==> config.mk <==
export PLATFORM = sky130hd
export DESIGN_NAME = idu_stage
export DESIGN_NICKNAME = d
export VERILOG_FILES = /design/src/rtl/idu_stage.sv
export SDC_FILE = /design/constraint.sdc
export NUM_CORES = 1
export LEC_CHECK = 0
export BUFFER_PORTS_ARGS = -buffer_cell sky130_fd_sc_hd__buf_2
export CAP_MARGIN = 20
export CORE_ASPECT_RATIO = 0.5
export CORE_MARGIN = 2
export CORE_UTILIZATION = 52
export CTS_BUF_LIST = sky130_fd_sc_hd__clkbuf_4
export DETAILED_ROUTE_END_ITERATION = 16
export GPL_TIMING_DRIVEN = 1
export PLACE_DENSITY = 0.79
export SLEW_MARGIN = 10
export SYNTH_ARGS = -nofsm -noshare
export SYNTH_HDL_FRONTEND = slang
export SYNTH_SLANG_ARGS = --single-unit
==> constraint.sdc <==
create_clock -name clk -period 1.7 [get_ports clk]
set_input_delay 0 -clock clk [delete_from_list [all_inputs] [get_ports clk]]
set_output_delay 0 -clock clk [all_outputs]
set_load 0.01 [all_outputs]
==> src/rtl/idu_stage.sv <==
// Instruction-decode stage: classifies RISC-V formats, builds the sign-extended immediate,
// and holds up to two decoded entries in a skid buffer. Optional illegal check: IDU_ILLEGAL_EN.
module idu_stage #(
  parameter int XLEN = 32
) (
  input  logic            clk,
  input  logic            rst,
  input  logic            flush,
  input  logic            in_valid,
  output logic            in_ready,
  input  logic [31:0]     in_inst,
  input  logic [XLEN-1:0] in_pc,
  output logic            out_valid,
  input  logic            out_ready,
  output logic [XLEN-1:0] out_pc,
  output logic [6:0]      out_opcode,
  output logic [2:0]      out_funct3,
  output logic [6:0]      out_funct7,
  output logic [4:0]      out_rd,
  output logic [4:0]      out_rs1,
  output logic [4:0]      out_rs2,
  output logic [XLEN-1:0] out_imm,
  output logic [2:0]      out_fmt,
  output logic            out_rd_wen,
  output logic            out_illegal
);

  localparam logic [2:0] FMT_R = 3'd0;
  localparam logic [2:0] FMT_I = 3'd1;
  localparam logic [2:0] FMT_S = 3'd2;
  localparam logic [2:0] FMT_B = 3'd3;
  localparam logic [2:0] FMT_U = 3'd4;
  localparam logic [2:0] FMT_J = 3'd5;

  localparam logic [6:0] OP_REG    = 7'b0110011;
  localparam logic [6:0] OP_IMM    = 7'b0010011;
  localparam logic [6:0] OP_LOAD   = 7'b0000011;
  localparam logic [6:0] OP_JALR   = 7'b1100111;
  localparam logic [6:0] OP_SYSTEM = 7'b1110011;
  localparam logic [6:0] OP_STORE  = 7'b0100011;
  localparam logic [6:0] OP_BRANCH = 7'b1100011;
  localparam logic [6:0] OP_LUI    = 7'b0110111;
  localparam logic [6:0] OP_AUIPC  = 7'b0010111;
  localparam logic [6:0] OP_JAL    = 7'b1101111;
  localparam logic [6:0] OP_IMM32  = 7'b0011011;
  localparam logic [6:0] OP_REG32  = 7'b0111011;

  typedef enum logic [1:0] {
    ST_EMPTY = 2'd0,
    ST_ONE   = 2'd1,
    ST_TWO   = 2'd2
  } state_e;

  typedef struct packed {
    logic [XLEN-1:0] pc;
    logic [6:0]      opcode;
    logic [2:0]      funct3;
    logic [6:0]      funct7;
    logic [4:0]      rd;
    logic [4:0]      rs1;
    logic [4:0]      rs2;
    logic [XLEN-1:0] imm;
    logic [2:0]      fmt;
    logic            rd_wen;
    logic            illegal;
  } entry_t;

  state_e      state_r;
  logic        in_ready_r;
  logic        out_valid_r;
  entry_t      head_r;
  entry_t      skid_r;
  entry_t      dec_s;
  logic [2:0]  fmt_s;
  logic [31:0] imm32_s;
  logic        legal_s;
  logic        illegal_s;
  logic        accept_s;
  logic        consume_s;

  // Format classification and 32-bit immediate assembly from the opcode.
  always_comb begin
    fmt_s   = FMT_R;
    imm32_s = 32'd0;
    legal_s = 1'b1;
    case (in_inst[6:0])
      OP_REG: fmt_s = FMT_R;
      OP_IMM, OP_LOAD, OP_JALR, OP_SYSTEM: begin
        fmt_s   = FMT_I;
        imm32_s = {{20{in_inst[31]}}, in_inst[31:20]};
      end
      OP_STORE: begin
        fmt_s   = FMT_S;
        imm32_s = {{20{in_inst[31]}}, in_inst[31:25], in_inst[11:7]};
      end
      OP_BRANCH: begin
        fmt_s   = FMT_B;
        imm32_s = {{19{in_inst[31]}}, in_inst[31], in_inst[7], in_inst[30:25], in_inst[11:8], 1'b0};
      end
      OP_LUI, OP_AUIPC: begin
        fmt_s   = FMT_U;
        imm32_s = {in_inst[31:12], 12'h000};
      end
      OP_JAL: begin
        fmt_s   = FMT_J;
        imm32_s = {{11{in_inst[31]}}, in_inst[31], in_inst[19:12], in_inst[20], in_inst[30:21], 1'b0};
      end
      OP_IMM32: begin
        if (XLEN == 64) begin
          fmt_s   = FMT_I;
          imm32_s = {{20{in_inst[31]}}, in_inst[31:20]};
        end else begin
          legal_s = 1'b0;
        end
      end
      OP_REG32: begin
        if (XLEN == 64) begin
          fmt_s = FMT_R;
        end else begin
          legal_s = 1'b0;
        end
      end
      default: legal_s = 1'b0;
    endcase
  end

`ifdef IDU_ILLEGAL_EN
  assign illegal_s = !legal_s || (in_inst[1:0] != 2'b11);
`else
  assign illegal_s = 1'b0;
`endif

  // Pack the decoded bundle; U immediates are sign-extended on RV64 as well.
  always_comb begin
    dec_s         = '0;
    dec_s.pc      = in_pc;
    dec_s.opcode  = in_inst[6:0];
    dec_s.funct3  = in_inst[14:12];
    dec_s.funct7  = in_inst[31:25];
    dec_s.rd      = in_inst[11:7];
    dec_s.rs1     = in_inst[19:15];
    dec_s.rs2     = in_inst[24:20];
    dec_s.imm     = {{(XLEN-31){imm32_s[31]}}, imm32_s[30:0]};
    dec_s.fmt     = fmt_s;
    dec_s.rd_wen  = legal_s && (in_inst[11:7] != 5'd0) &&
                    (fmt_s == FMT_R || fmt_s == FMT_I || fmt_s == FMT_U || fmt_s == FMT_J);
    dec_s.illegal = illegal_s;
  end

  assign accept_s  = in_valid && in_ready_r;
  assign consume_s = out_valid_r && out_ready;

  // Skid-buffer FSM; head_r drives the outputs directly so out_* never depends on inputs.
  always_ff @(posedge clk) begin
    if (rst) begin
      state_r     <= ST_EMPTY;
      in_ready_r  <= 1'b1;
      out_valid_r <= 1'b0;
      head_r      <= '0;
      skid_r      <= '0;
    end else if (flush) begin
      state_r     <= ST_EMPTY;
      in_ready_r  <= 1'b1;
      out_valid_r <= 1'b0;
    end else begin
      case (state_r)
        ST_EMPTY: begin
          if (accept_s) begin
            head_r      <= dec_s;
            state_r     <= ST_ONE;
            out_valid_r <= 1'b1;
          end
        end
        ST_ONE: begin
          if (accept_s && consume_s) begin
            head_r <= dec_s;
          end else if (accept_s) begin
            skid_r     <= dec_s;
            state_r    <= ST_TWO;
            in_ready_r <= 1'b0;
          end else if (consume_s) begin
            state_r     <= ST_EMPTY;
            out_valid_r <= 1'b0;
          end
        end
        ST_TWO: begin
          if (consume_s) begin
            head_r     <= skid_r;
            state_r    <= ST_ONE;
            in_ready_r <= 1'b1;
          end
        end
        default: begin
          state_r     <= ST_EMPTY;
          in_ready_r  <= 1'b1;
          out_valid_r <= 1'b0;
        end
      endcase
    end
  end

  assign in_ready    = in_ready_r;
  assign out_valid   = out_valid_r;
  assign out_pc      = head_r.pc;
  assign out_opcode  = head_r.opcode;
  assign out_funct3  = head_r.funct3;
  assign out_funct7  = head_r.funct7;
  assign out_rd      = head_r.rd;
  assign out_rs1     = head_r.rs1;
  assign out_rs2     = head_r.rs2;
  assign out_imm     = head_r.imm;
  assign out_fmt     = head_r.fmt;
  assign out_rd_wen  = head_r.rd_wen;
  assign out_illegal = head_r.illegal;

endmodule

Word level (Yosys, flattened, before mapping)
Index checks and enable logic that the tools add are counted.
{ "classes": {"n_eq_ne": 23, "muxes": 22, "bitwise_logic": 4, "n_reduce_logical": 21} }
{ "ops": {"columns": ["op", "n"], "rows": [
  ["2-to-1 mux 101 bit", 3],
  ["one-hot mux 101 bit (3 select lines)", 1],
  ["one-hot mux 32 bit (5 select lines)", 1],
  ["equality test 7 bit, second input constant", 4],
  ["equality test 7 x 6 -> 1 bit, second input constant", 3],
  ["one-hot mux 3 bit (5 select lines)", 1],
  ["equality test 7 x 5 -> 1 bit, second input constant", 2],
  ["inequality test 2 bit, second input constant", 7],
  ["AND reduction 4 bit", 3],
  ["2-to-1 mux 2 bit", 5],
  ["AND reduction 5 bit", 2],
  ["OR reduction 10 bit", 1],
  ["2-to-1 mux 1 bit", 8],
  ["equality test 7 x 2 -> 1 bit, second input constant", 1],
  ["equality test 3 bit, second input constant", 2],
  ["one-hot mux 1 bit (3 select lines)", 2],
  ["one-hot mux 2 bit (3 select lines)", 1],
  ["logical AND 1 bit", 5],
  ["nonzero test 5 bit", 1],
  ["inverter 1 bit", 4],
  ["OR reduction 2 bit", 2],
  ["OR reduction 4 bit", 1],
  ["equality test 3 x 1 -> 1 bit, second input constant", 1],
  ["logical NOT 3 bit", 1],
  ["other kinds (6)", 8]
]} }
{ "totals": {"ff_bits": 205, "in_bits": 69, "out_inout_bits": 103, "elab_cells": 94} }

Logic depth before layout (Yosys ltp)
Gate-level depths: netlist (run 1).
{ "logic_depth": {"word_depth": 10, "depth_mapped": 8, "depth_no_buf": 5} }

Worst setup path after synthesis (run 1)
OpenSTA, ideal clock, no wires.
{ "synth_path": {"kind": "register to register", "startpoint": "register in_ready_r (netlist: in_ready)", "endpoint": "register head_r (netlist bit out_imm[12])", "setup_ns": 0.149, "t_arrival_ns": 1.561, "required_time_ns": 1.551, "slack_ns": -0.010, "stages_incl_launch_ff": 6, "path_buffers": 0, "period_less_slack_ns": 1.710, "cell_sequence": "dfxtp_1 > and4_1 > a211oi_2 > or2_4 > nor3_4 > a2111oi_2"} }
{ "synth_between": {"elab_chain_len": 4, "elab_cells_between_ends": 5, "classes_between": "eq/ne (2); reduce/logical (3)"} }
{ "synth_lines": {"columns": ["element", "line", "rtl"], "rows": [
  ["from (decl)", "69", "logic in_ready_r;"],
  ["from (signal assigned)", "157", "in_ready_r <= 1'b1;"],
  ["from (signal assigned)", "163", "in_ready_r <= 1'b1;"],
  ["from (signal assigned)", "180", "in_ready_r <= 1'b0;"],
  ["logical AND 1 bit (*)", "150", "assign accept_s = in_valid && in_ready_r;"],
  ["logical AND 1 bit", "175", "if (accept_s && consume_s) begin"],
  ["inequality test 2 bit (no source line)", null, null],
  ["AND reduction 5 bit (no source line) (*)", null, null],
  ["to (signal assigned)", "169", "head_r <= dec_s;"],
  ["to (signal assigned)", "176", "head_r <= dec_s;"],
  ["to (signal assigned)", "188", "head_r <= skid_r;"],
  ["to (decl)", "71", "entry_t head_r;"]
]} }
Mark *: on every way between the ends. The rest lies on a longest branch, timed or not.
A chain may end at the register's enable or synchronous reset.

Worst setup path after layout (run 1)
{ "layout_path": {"startpoint": "register state_r[1]", "endpoint": "register head_r (netlist bit out_rd[3])"} }
{ "layout_between": {"elab_chain_len": 3, "elab_cells_between_ends": 9, "classes_between": "eq/ne (5); mux (1); reduce/logical (3)"} }
{ "layout_lines": {"columns": ["element", "line", "rtl"], "rows": [
  ["from (decl)", "68", "state_e state_r;"],
  ["from (signal assigned)", "156", "state_r <= ST_EMPTY;"],
  ["from (signal assigned)", "162", "state_r <= ST_EMPTY;"],
  ["from (signal assigned)", "170", "state_r <= ST_ONE;"],
  ["equality test 2 x 1 -> 1 bit, or another cell as far along", "166", "case (state_r)"],
  ["inequality test 2 bit (no source line) / nonzero test 3 bit (equally long branches)", null, null],
  ["AND reduction 5 bit (no source line)", null, null]
]} }
Several ways; a longest one is shown, not always the timed one.

==> results of run 1 <==
-- layout by cell type, fill, tap and decap left out, types with 4 or more instances in the layout --
master         instances
nor2_4                13
buf_12                17
a31oi_1                4
buf_2                169
a311oi_1              15
a21o_1                11
nand3_1                8
a311oi_2              49
dlygate4sd3_1         69
a2111oi_4             16
a22oi_1                4
clkinv_1               7
mux2i_1                5
a211oi_2              22
nor2_2                37
buf_4                 34
clkbuf_16             15
buf_16                 4
nor3_1                 9
a21oi_1               77
o22ai_1                5
nand2_1              300
buf_6                 19
a211oi_1               6
and2_1                 8
a21oi_2                6
dfxtp_1              201
nor2_1                93
clkbuf_4              71
-- Yosys cell counts, types with 2 or more instances --
cell         n
nand2_1    303
dfxtp_1    204
nor2_1     140
a21oi_1     83
clkbuf_1    54
a311oi_1    35
a311oi_2    29
a211oi_1    27
buf_2       24
a2111oi_2   18
a21o_1      11
nand3_1     11
nor3_1       9
a221oi_1     7
and2_1       7
buf_4        7
buf_6        6
mux2i_1      5
o22ai_1      5
a22oi_1      4
a31oi_1      4
nand2b_1     4
nor2b_1      3
o21ai_0      3
a211oi_2     2
a31o_2       2
and3b_1      2
and4b_1      2
and4bb_1     2
buf_1        2
nor2_2       2
o211ai_1     2
or2_2        2
-- power by group --
part           switching, mW  total, mW  internal (mW)  leakage, nW
Clock                   2.03       3.93           1.90        0.350
Combinational          0.988       1.79          0.807         3.01
Sequential             0.132       5.10           4.97         1.66
-- kinds of logic (layout without fill, tap and decap cells) --
group                  after synthesis  count (layout)
buffers and inverters               94             411
AND/OR/NAND/NOR                    500             500
other                                1               3
AO/OA/AOI/OAI                      243             243
multiplexers                         5               5
XOR/XNOR                             1               1
flip-flops                         204             204
-- final cells by class --
type	count	area, sq um	share of cell area
Sequential cell	204	4090	0.322
Tap cell	227	284	0.0224
Clock inverter	10	37.5	0.00295
Clock buffer	71	533	0.0419
Multi-Input combinational cell	750	4890	0.385
Timing Repair Buffer	329	2860	0.225
Inverter	1	3.75	0.000295
Antenna cell	2	5.00	0.000394
-- through the flow --
step           worst slack (ns)  TNS [ns]  hold WS, ns
3_5_place_dp             -0.149    -11.32        0.261
6_report                 -0.249    -14.55        0.186
3_3_place_gp            -0.0294    -0.775        0.251
4_1_cts                 -0.0860     -2.84        0.161
2_1_floorplan           0.00229         0        0.136
5_1_grt                  -0.239    -21.31        0.157
-- state kept, by name, summed over array words and instances (netlist names) --
| name | cells |
|---|---|
| in_ready | 1 |
| state_r | 2 |
| out_rd_wen | 1 |
| out_valid | 1 |
| out_rs2 | 5 |
| out_fmt | 3 |
| out_rd | 5 |
| skid_r | 100 |
| out_rs1 | 5 |
| out_pc | 32 |
| out_funct7 | 7 |
| out_imm | 32 |
| out_opcode | 7 |
| out_funct3 | 3 |
-- repair_timing --
action	4_1_cts	5_1_grt
endpoints found under the setup margin	167	194
gates resized for setup	26	150
gates cloned	3	22
pin swaps	9	40
hold endpoints to repair	199	0
hold buffers	69	0
setup buffers	5	13
-- worst max-delay path: cells and delay by family (launching register included) --
| family | cells | cell delay (ns) |
|---|---|---|
| AND/OR/NAND/NOR | 3 | 0.56 |
| buffers and inverters | 3 | 0.46 |
| AO/OA/AOI/OAI | 2 | 0.42 |
| flip-flops | 1 | 0.37 |
-- final timing paths --
path                            start                  endpoint  slack (ns)  cells after the start
min                         in_pc[26]   skid_r[95]$_SDFFE_PP0P_        0.19                      4
max reg2reg   state_r[1]$_SDFFE_PP0P_    out_rd[3]$_SDFFE_PP0P_       -0.25                      8
min reg2reg  out_imm[26]$_SDFFE_PP0P_  out_imm[26]$_SDFFE_PP0P_        0.45                      1
max           state_r[1]$_SDFFE_PP0P_    out_rd[3]$_SDFFE_PP0P_       -0.25                      8
-- metal layers --
layer / track usage / up-vias
met4: 0.110 / 0
met2: 0.496 / 678
li1: - / 4229
met3: 0.0593 / 164
met1: 0.346 / 4626
met5: 0 / -
==> metrics.cfg, run 1 <==
[outcome]
outcome=complete, but fails checks
violations=negative setup slack

[synthesis]
synthAdderAreaFrac=0
yosys_warnings=0
yosysTopAreaCell=dfxtp_1
ys_ff_latch=204
yosys.area_share.simple=0.236
synth.yosys.seq_area_share=0.470
synthMuxAreaShare=0.00576
synthTopCellsByArea=dfxtp_1 (47%), nand2_1 (13%), nor2_1 (6.1%), a311oi_2 (5.0%), a21oi_1 (4.8%)
avgSynthCellArea_sq_um=8.29
async_flop_share=0
synth_top_family_by_area=simple AND/OR/NAND/NOR gates
synth_top_area_frac=0.470
synth-edff-count=0
syn_area_sq_um=8680
synth-compound-area-share=0.234
yosys_most_used_dff=dfxtp_1
netlist_instances=1048
ys_types=60
synth-xor-area-share=0.00101
synth_fp_nets=1117

[worst_setup_path]
cp_common_cell=nor2_4
start_kind=flip-flop
crit_fanout=8
required_ns=2.22
endpoint_kind=flip-flop
arrival_ns=2.47
slowest_delay_ns=0.37
cp_cell_sequence=and4bb_2, a211oi_4, nor2_4, buf_8, buf_6, buf_12, nor2_4, a311oi_1
worstSetupPathType=flip-flop to flip-flop
slowest_stage=dfxtp_4

[placed_design]
gp_congestion=0.942
numPortBuffers=170
place_inst=1402
dp_hpwl_um=15600
place_area_sq_um=9950

[sta]
slew_violations=0
slew_headroom=0.610
fin_crit_sh=1.15
min_period_ns=1.95
fmax_ghz=0.513
fin_ws_ns=-0.249
hold_viol_final=0
setup_viol=192
tightest_slew_ns=0.584
rsz0062_at_grt=yes
finClkSkew_ns=0.0354

[final_layout]
finalInstanceArea_sq_um=12700
fin_cells=1594
syn_to_final_growth_pct=46.3
utilization=0.777
drive_gt1_frac=0.373
nFillCells=974
nets=1402

[cts]
cts_buffers=47
clockBufferDepth=3
path_clk_slew_ns=0.10
cts_root_buf=clkbuf_4
htree_levels=2
cts_tree=yes
clock_latency_ns=0.64
clock_sinks=204

[routing]
wl_met3_um=3260
via_per_inst=6.08
m1WireLength_um=12700
routedWlPerCell_um=20.4
drt_iter0_drc=944
dr.pass1.iters=5
met2_length_um=15200
post-route-drc-count=0
top_layer=met4
drtAntennaViolNets=0
finalWirelength_um=32500
vias=9697

[floorplanning]
initial_core_util=0.531
core_sq_um=16400
chipHeight_um=95.4
rows=33
fp.dieW_um=187
die_area_sq_um=17800
ios=172

[grt]
grt_pass1_wl_um=40600
antenna_found_initial=2
overflow=0
grt_usage=0.282
grt_max_degree=104
grt_pass1_vias=8385

[power_and_ir_drop]
peakVddDrop_mv=0.383
powerDensity_nw_per_um2=852
total_power_mw=10.8
p_leak_nw=5.02

[run]
cap_violations=0

[hold_path]
hold_class=input pin to flip-flop

Note: power is estimated with default switching activity, not from simulation.
==> inputs of run 2 (changes only) <==
- PLACE_DENSITY: 0.79 -> default
- PLACE_DENSITY_LB_ADDON: default -> 0.05
==> run 2 against run 1 <==
  * The flow still finishes with violations (negative setup slack)
  * Fmax grew 8.8%
  * Clock power shrank 6.1%
  * Power shrank 5.8%
  * Cell count shrank 1.3%
  * Non-clock buffer count shrank 16
==> metrics.cfg, run 2 (synthesis results as in run 1) <==
[final_layout]
n_antenna_cell=0  ; -2
nets=1385  ; -1.2%
top_register=skid_r
drive_gt1_frac=0.287  ; -0.0856
largest_register_ffs=100  ; unchanged
layout_common_cells=nand2_1 (302), dfxtp_1 (201), buf_2 (170)
fin_cells=1574  ; -1.3%
final_common_cell=nand2_1
syn_to_final_growth_pct=33.3

[worst_setup_path]
arrival_ns=2.27  ; -0.20 ns
endpoint_kind=flip-flop
crit_fanout=11  ; +3
required_ns=2.18  ; -0.04 ns
cp_common_cell=buf_4
slowest_stage=dfxtp_2
cp_cell_sequence=and4bb_1, a211oi_2, buf_4, nor2_4, buf_4, clkbuf_16, buf_4, a311oi_2
slowest_delay_ns=0.34  ; -0.03 ns
reg2reg_depth=8  ; unchanged
worstSetupPathType=flip-flop to flip-flop
start_kind=flip-flop

[grt]
grt_pass1_wl_um=41000  ; +0.88%
grt_usage=0.285  ; +0.00294
grt_pass1_vias=8128  ; -3.1%
grt_max_degree=71  ; -32%
overflow=0  ; unchanged
antenna_found_initial=0  ; -2

[floorplanning]
fp.dieW_um=187  ; unchanged
rows=33  ; unchanged
core_sq_um=16400  ; unchanged
chipHeight_um=95.4  ; unchanged
die_area_sq_um=17800  ; unchanged
ios=172  ; unchanged
initial_core_util=0.531  ; unchanged

[hold_path]
hold_class=input pin to flip-flop
min_path_cells=4  ; unchanged

[placed_design]
place_inst=1415  ; +0.93%
place_ws_ns=-0.0939  ; +0.0547 ns
numPortBuffers=170  ; unchanged
dp_hpwl_um=16300  ; +4.6%
gp_congestion=0.923  ; -2.0%

[sta]
fin_ws_ns=-0.0910  ; +0.158 ns
hold_viol_final=0  ; unchanged
setup_viol=107  ; -44%
holdWs_ns=0.193  ; +0.00681 ns
min_period_ns=1.79  ; -0.158 ns
finClkSkew_ns=0.0363  ; +0.000920 ns
fmax_ghz=0.558  ; +8.8%
rsz0062_at_grt=yes
fin_crit_sh=1.05  ; -0.0930
finalSetupTns_ns=-3.32  ; +11.23 ns
slew_violations=0  ; unchanged

[cts]
clockBufferDepth=3  ; unchanged
htree_levels=2  ; unchanged
cts_buffers=46  ; -2.1%
clock_sinks=204  ; unchanged
clock_latency_ns=0.60  ; -0.04 ns
cts_root_buf=clkbuf_4
path_clk_slew_ns=0.07  ; -0.03 ns
cts_tree=yes

[routing]
via_per_inst=5.47  ; -10%
dr.pass1.iters=6  ; +1
vias=8616  ; -11%
finalWirelength_um=26000  ; -20%
drt_iter0_drc=662  ; -30%
drtAntennaViolNets=0  ; unchanged
routedWlPerCell_um=16.5  ; -19%
post-route-drc-count=0  ; unchanged

[power_and_ir_drop]
peakVddDrop_mv=0.556  ; +45%
total_power_mw=10.2  ; -5.8%
powerDensity_nw_per_um2=881  ; +3.4%
p_leak_nw=4.72  ; -6.0%

[run]
cap_violations=0  ; unchanged

[outcome]
outcome=complete, but fails checks
violations=negative setup slack

## run 2: cell type report
class                   instances  area (sq um)
clock buffers                  67           503
clock inverters                12          45.0
repair buffers                313          2420
well taps                     227           284
flip-flops and latches        204          4090
fillers                      1310          4780
inverters                       1          3.75
multi-input cells             750          4230
## run 2: what timing repair did
item | 4_1_cts | 5_1_grt
pin swaps | 12 | 14
resized for setup | 15 | 10
hold endpoints to repair | 198 | 0
hold buffers | 69 | 0
setup buffers | 3 | 3
cloned | 3 | 2
setup endpoints to repair | 79 | 185
## run 2: stage by stage
stage                util  cell area, sq um
floorplan               -              8680
global placement    0.615             10100
detailed placement  0.615             10100
CTS                 0.700             11400
global route        0.708             11600
finish              0.708             11600
## run 2: worst max-delay path, delay by kind of cell, from the launching register on
kind	cells	cell delay, ns
buffers and inverters	4	0.63
AOI/OAI and AO/OA	2	0.43
DFF	1	0.34
and+or+nand+nor	2	0.28
## run 2: path summary, 6_finish.rpt
kind                                start                         end  slack (ns)
setup / recovery  state_r[0]$_SDFFE_PP0P_     out_pc[16]$_SDFFE_PP0P_       -0.09
hold / removal                  in_pc[27]     skid_r[96]$_SDFFE_PP0P_        0.19
setup reg to reg  state_r[0]$_SDFFE_PP0P_     out_pc[16]$_SDFFE_PP0P_       -0.09
hold reg to reg   skid_r[68]$_SDFFE_PP0P_  out_opcode[6]$_SDFFE_PP0P_        0.45
## run 2: routing by layer
metal	up-vias	global-route usage	wire (um)
li1	4183	-	-
met1	4044	0.387	11900
met2	341	0.463	11500
met3	48	0.0615	2130
met4	0	0.0800	443
met5	-	0	0
## run 2: power breakdown
part | internal (mW) | switching, mW | leakage (nW)
combinational | 0.649 | 0.789 | 2.73
clock | 1.80 | 1.89 | 0.330
sequential | 4.97 | 0.104 | 1.66
==> inputs of run 3 (changes only) <==
- TNS_END_PERCENT: default -> 50
==> run 3 against run 2 <==
  * The flow still finishes with violations (negative setup slack)
  * Power up 4.9%
  * Clock skew down 0.0090 ns
  * Sequential share of layout area down 1.3 points
  * First-iteration DRC count down 7.1%
  * Wire length up 4.1%
==> metrics.cfg, run 3 (synthesis results as in run 1) <==
[worst_setup_path]
required_ns=2.25  ; +0.07 ns
reg2reg_depth=7  ; -1
r2r_setup_slack_ns=-0.06  ; +0.03 ns
crit_fanout=5  ; -6
r2r_end=out_imm[22]$_SDFFE_PP0P_
worstReg2RegStart=state_r[1]$_SDFFE_PP0P_
arrival_ns=2.31  ; +0.04 ns
endpoint_kind=flip-flop
worstSetupPathType=flip-flop to flip-flop
start_kind=flip-flop

[grt]
grt_pass1_wl_um=41300  ; +0.61%
antenna_found_initial=0  ; unchanged
grt_pass1_vias=8088  ; -0.49%
grt_max_degree=111  ; +56%
grt_usage=0.289  ; +0.00389
overflow=0  ; unchanged

[sta]
min_period_ns=1.76  ; -0.0276 ns
finClkSkew_ns=0.0273  ; -0.00903 ns
fin_ws_ns=-0.0633  ; +0.0276 ns
hold_viol_final=0  ; unchanged
fin_crit_sh=1.04  ; -0.0163
slew_headroom=0.589
fmax_ghz=0.567  ; +1.6%
finalSetupTns_ns=-1.20  ; +2.12 ns
slew_violations=0  ; unchanged
setup_viol=47  ; -56%
tightest_slew_ns=0.616
rsz0062_at_grt=yes

[cts]
cts_tree=yes
cts_buffers=47  ; +2.2%
clockBufferDepth=3  ; unchanged
path_clk_slew_ns=0.08  ; about the same
cts_root_buf=clkbuf_4
htree_levels=2  ; unchanged
clock_latency_ns=0.63  ; +0.03 ns
clock_sinks=204  ; unchanged

[routing]
via_per_inst=5.54  ; +1.1%
dr.pass1.iters=5  ; -1
finalWirelength_um=27100  ; +4.1%
routedWlPerCell_um=17.1  ; +3.6%
drtAntennaViolNets=0  ; unchanged
drt_iter0_drc=615  ; -7.1%
vias=8758  ; +1.6%
post-route-drc-count=0  ; unchanged

[final_layout]
nets=1390  ; +0.36%
fin_cells=1582  ; +0.51%
n_antenna_cell=0  ; unchanged
finalInstanceArea_sq_um=12000  ; +4.0%
nFillCells=1255  ; -4.2%
syn_to_final_growth_pct=38.6
drive_gt1_frac=0.313  ; +0.0256
final_common_cell=nand2_1
largest_register_ffs=100  ; unchanged
regArea_sq_um=4090  ; +0.15%
multi_input_area_sq_um=4490  ; +6.1%
layout_common_cells=nand2_1 (302), dfxtp_1 (200), buf_2 (169)
utilization=0.736  ; +0.0285
top_register=skid_r

[placed_design]
place_inst=1413  ; -0.14%
gp_congestion=0.841  ; -8.8%
dp_hpwl_um=16300  ; -0.24%
numPortBuffers=170  ; unchanged
place_area_sq_um=10100  ; about the same

[power_and_ir_drop]
p_leak_nw=4.83  ; +2.4%
powerDensity_nw_per_um2=889  ; +0.87%
peakVddDrop_mv=0.503  ; -9.5%
total_power_mw=10.7  ; +4.9%

[run]
cap_violations=0  ; unchanged

[hold_path]
holdPathEnd=skid_r[57]$_SDFFE_PP0P_
hold_class=input pin to flip-flop
hp-start=flush
min_path_cells=6  ; +2

[outcome]
outcome=complete, but fails checks
violations=negative setup slack

[floorplanning]
fp.dieW_um=187  ; unchanged
core_sq_um=16400  ; unchanged
die_area_sq_um=17800  ; unchanged
initial_core_util=0.531  ; unchanged
rows=33  ; unchanged
chipHeight_um=95.4  ; unchanged
ios=172  ; unchanged

-- run 3: cell count changes in the layout (fill, tap and decap cells not counted), moves of 4 or more --
| cell | delta |
|---|---|
| a2111oi_2 | -4 |
| a2111oi_4 | +5 |
| a211oi_1 | -15 |
| a211oi_2 | +14 |
| a311oi_1 | -9 |
| a311oi_2 | +9 |
| buf_4 | -6 |
| buf_6 | +5 |
-- run 3: report_power, final --
part / internal [mW] / total, mW / switching, mW
clock: 2.14 / 4.09 / 1.95
sequential: 4.97 / 5.07 / 0.104
combinational: 0.705 / 1.54 / 0.838
total: 7.81 / 10.7 / 2.89
-- run 3: critical path: stages (launching register included) --
cell       delay, ns
dfxtp_4         0.36
and4bb_1        0.35
a211oi_4        0.07
or2_4           0.30
buf_4           0.15
a2111oi_4       0.23
buf_4           0.17
a21o_1          0.08
-- run 3: metal layers --
layer | global-route usage | vias up | wire [um]
met2 | 0.471 | 328 | 12300
met1 | 0.381 | 4188 | 12300
met5 | 0 | - | 0
met4 | 0.0866 | 0 | 367
li1 | - | 4201 | -
met3 | 0.0755 | 41 | 2180
-- run 3: repair_timing --
| item | 4_1_cts | 5_1_grt |
|---|---|---|
| hold buffers | 69 | 0 |
| hold endpoints to repair | 196 | 0 |
| endpoints found under the setup margin | 144 | 201 |
| resized for setup | 33 | 44 |
| buffers inserted | 5 | 4 |
| cloned | 4 | 5 |
| pin swaps | 14 | 15 |
-- run 3: stage by stage --
stage               setup slack (ns)  hold WS, ns
floorplan                   -0.00302        0.136
global placement              -0.205        0.253
detailed placement            -0.171        0.259
CTS                          -0.0639       0.0443
global route                  -0.119       0.0966
finish                       -0.0633        0.103
-- run 3: layout make-up --
class | count | area share
inverter | 1 | 0.000312
clock buffer | 68 | 0.0424
timing repair buffer | 316 | 0.212
sequential | 204 | 0.340
multi-input combinational | 751 | 0.373
clock inverter | 15 | 0.00904
tap | 227 | 0.0236
-- run 3: worst max-delay path by stage --
stage,start,endpoint,slack (ns),cells past startpoint
after floorplan,in_ready$_SDFFE_PP1P_,out_imm[22]$_SDFFE_PP0P_,-0.003,6
after global placement,state_r[0]$_SDFFE_PP0P_,out_imm[22]$_SDFFE_PP0P_,-0.20,7
after detailed placement,state_r[1]$_SDFFE_PP0P_,out_imm[22]$_SDFFE_PP0P_,-0.17,7
after CTS,state_r[1]$_SDFFE_PP0P_,out_rd[4]$_SDFFE_PP0P_,-0.06,9
after global routing,state_r[1]$_SDFFE_PP0P_,out_fmt[0]$_SDFFE_PP0P_,-0.12,7
final,state_r[1]$_SDFFE_PP0P_,out_imm[22]$_SDFFE_PP0P_,-0.06,7
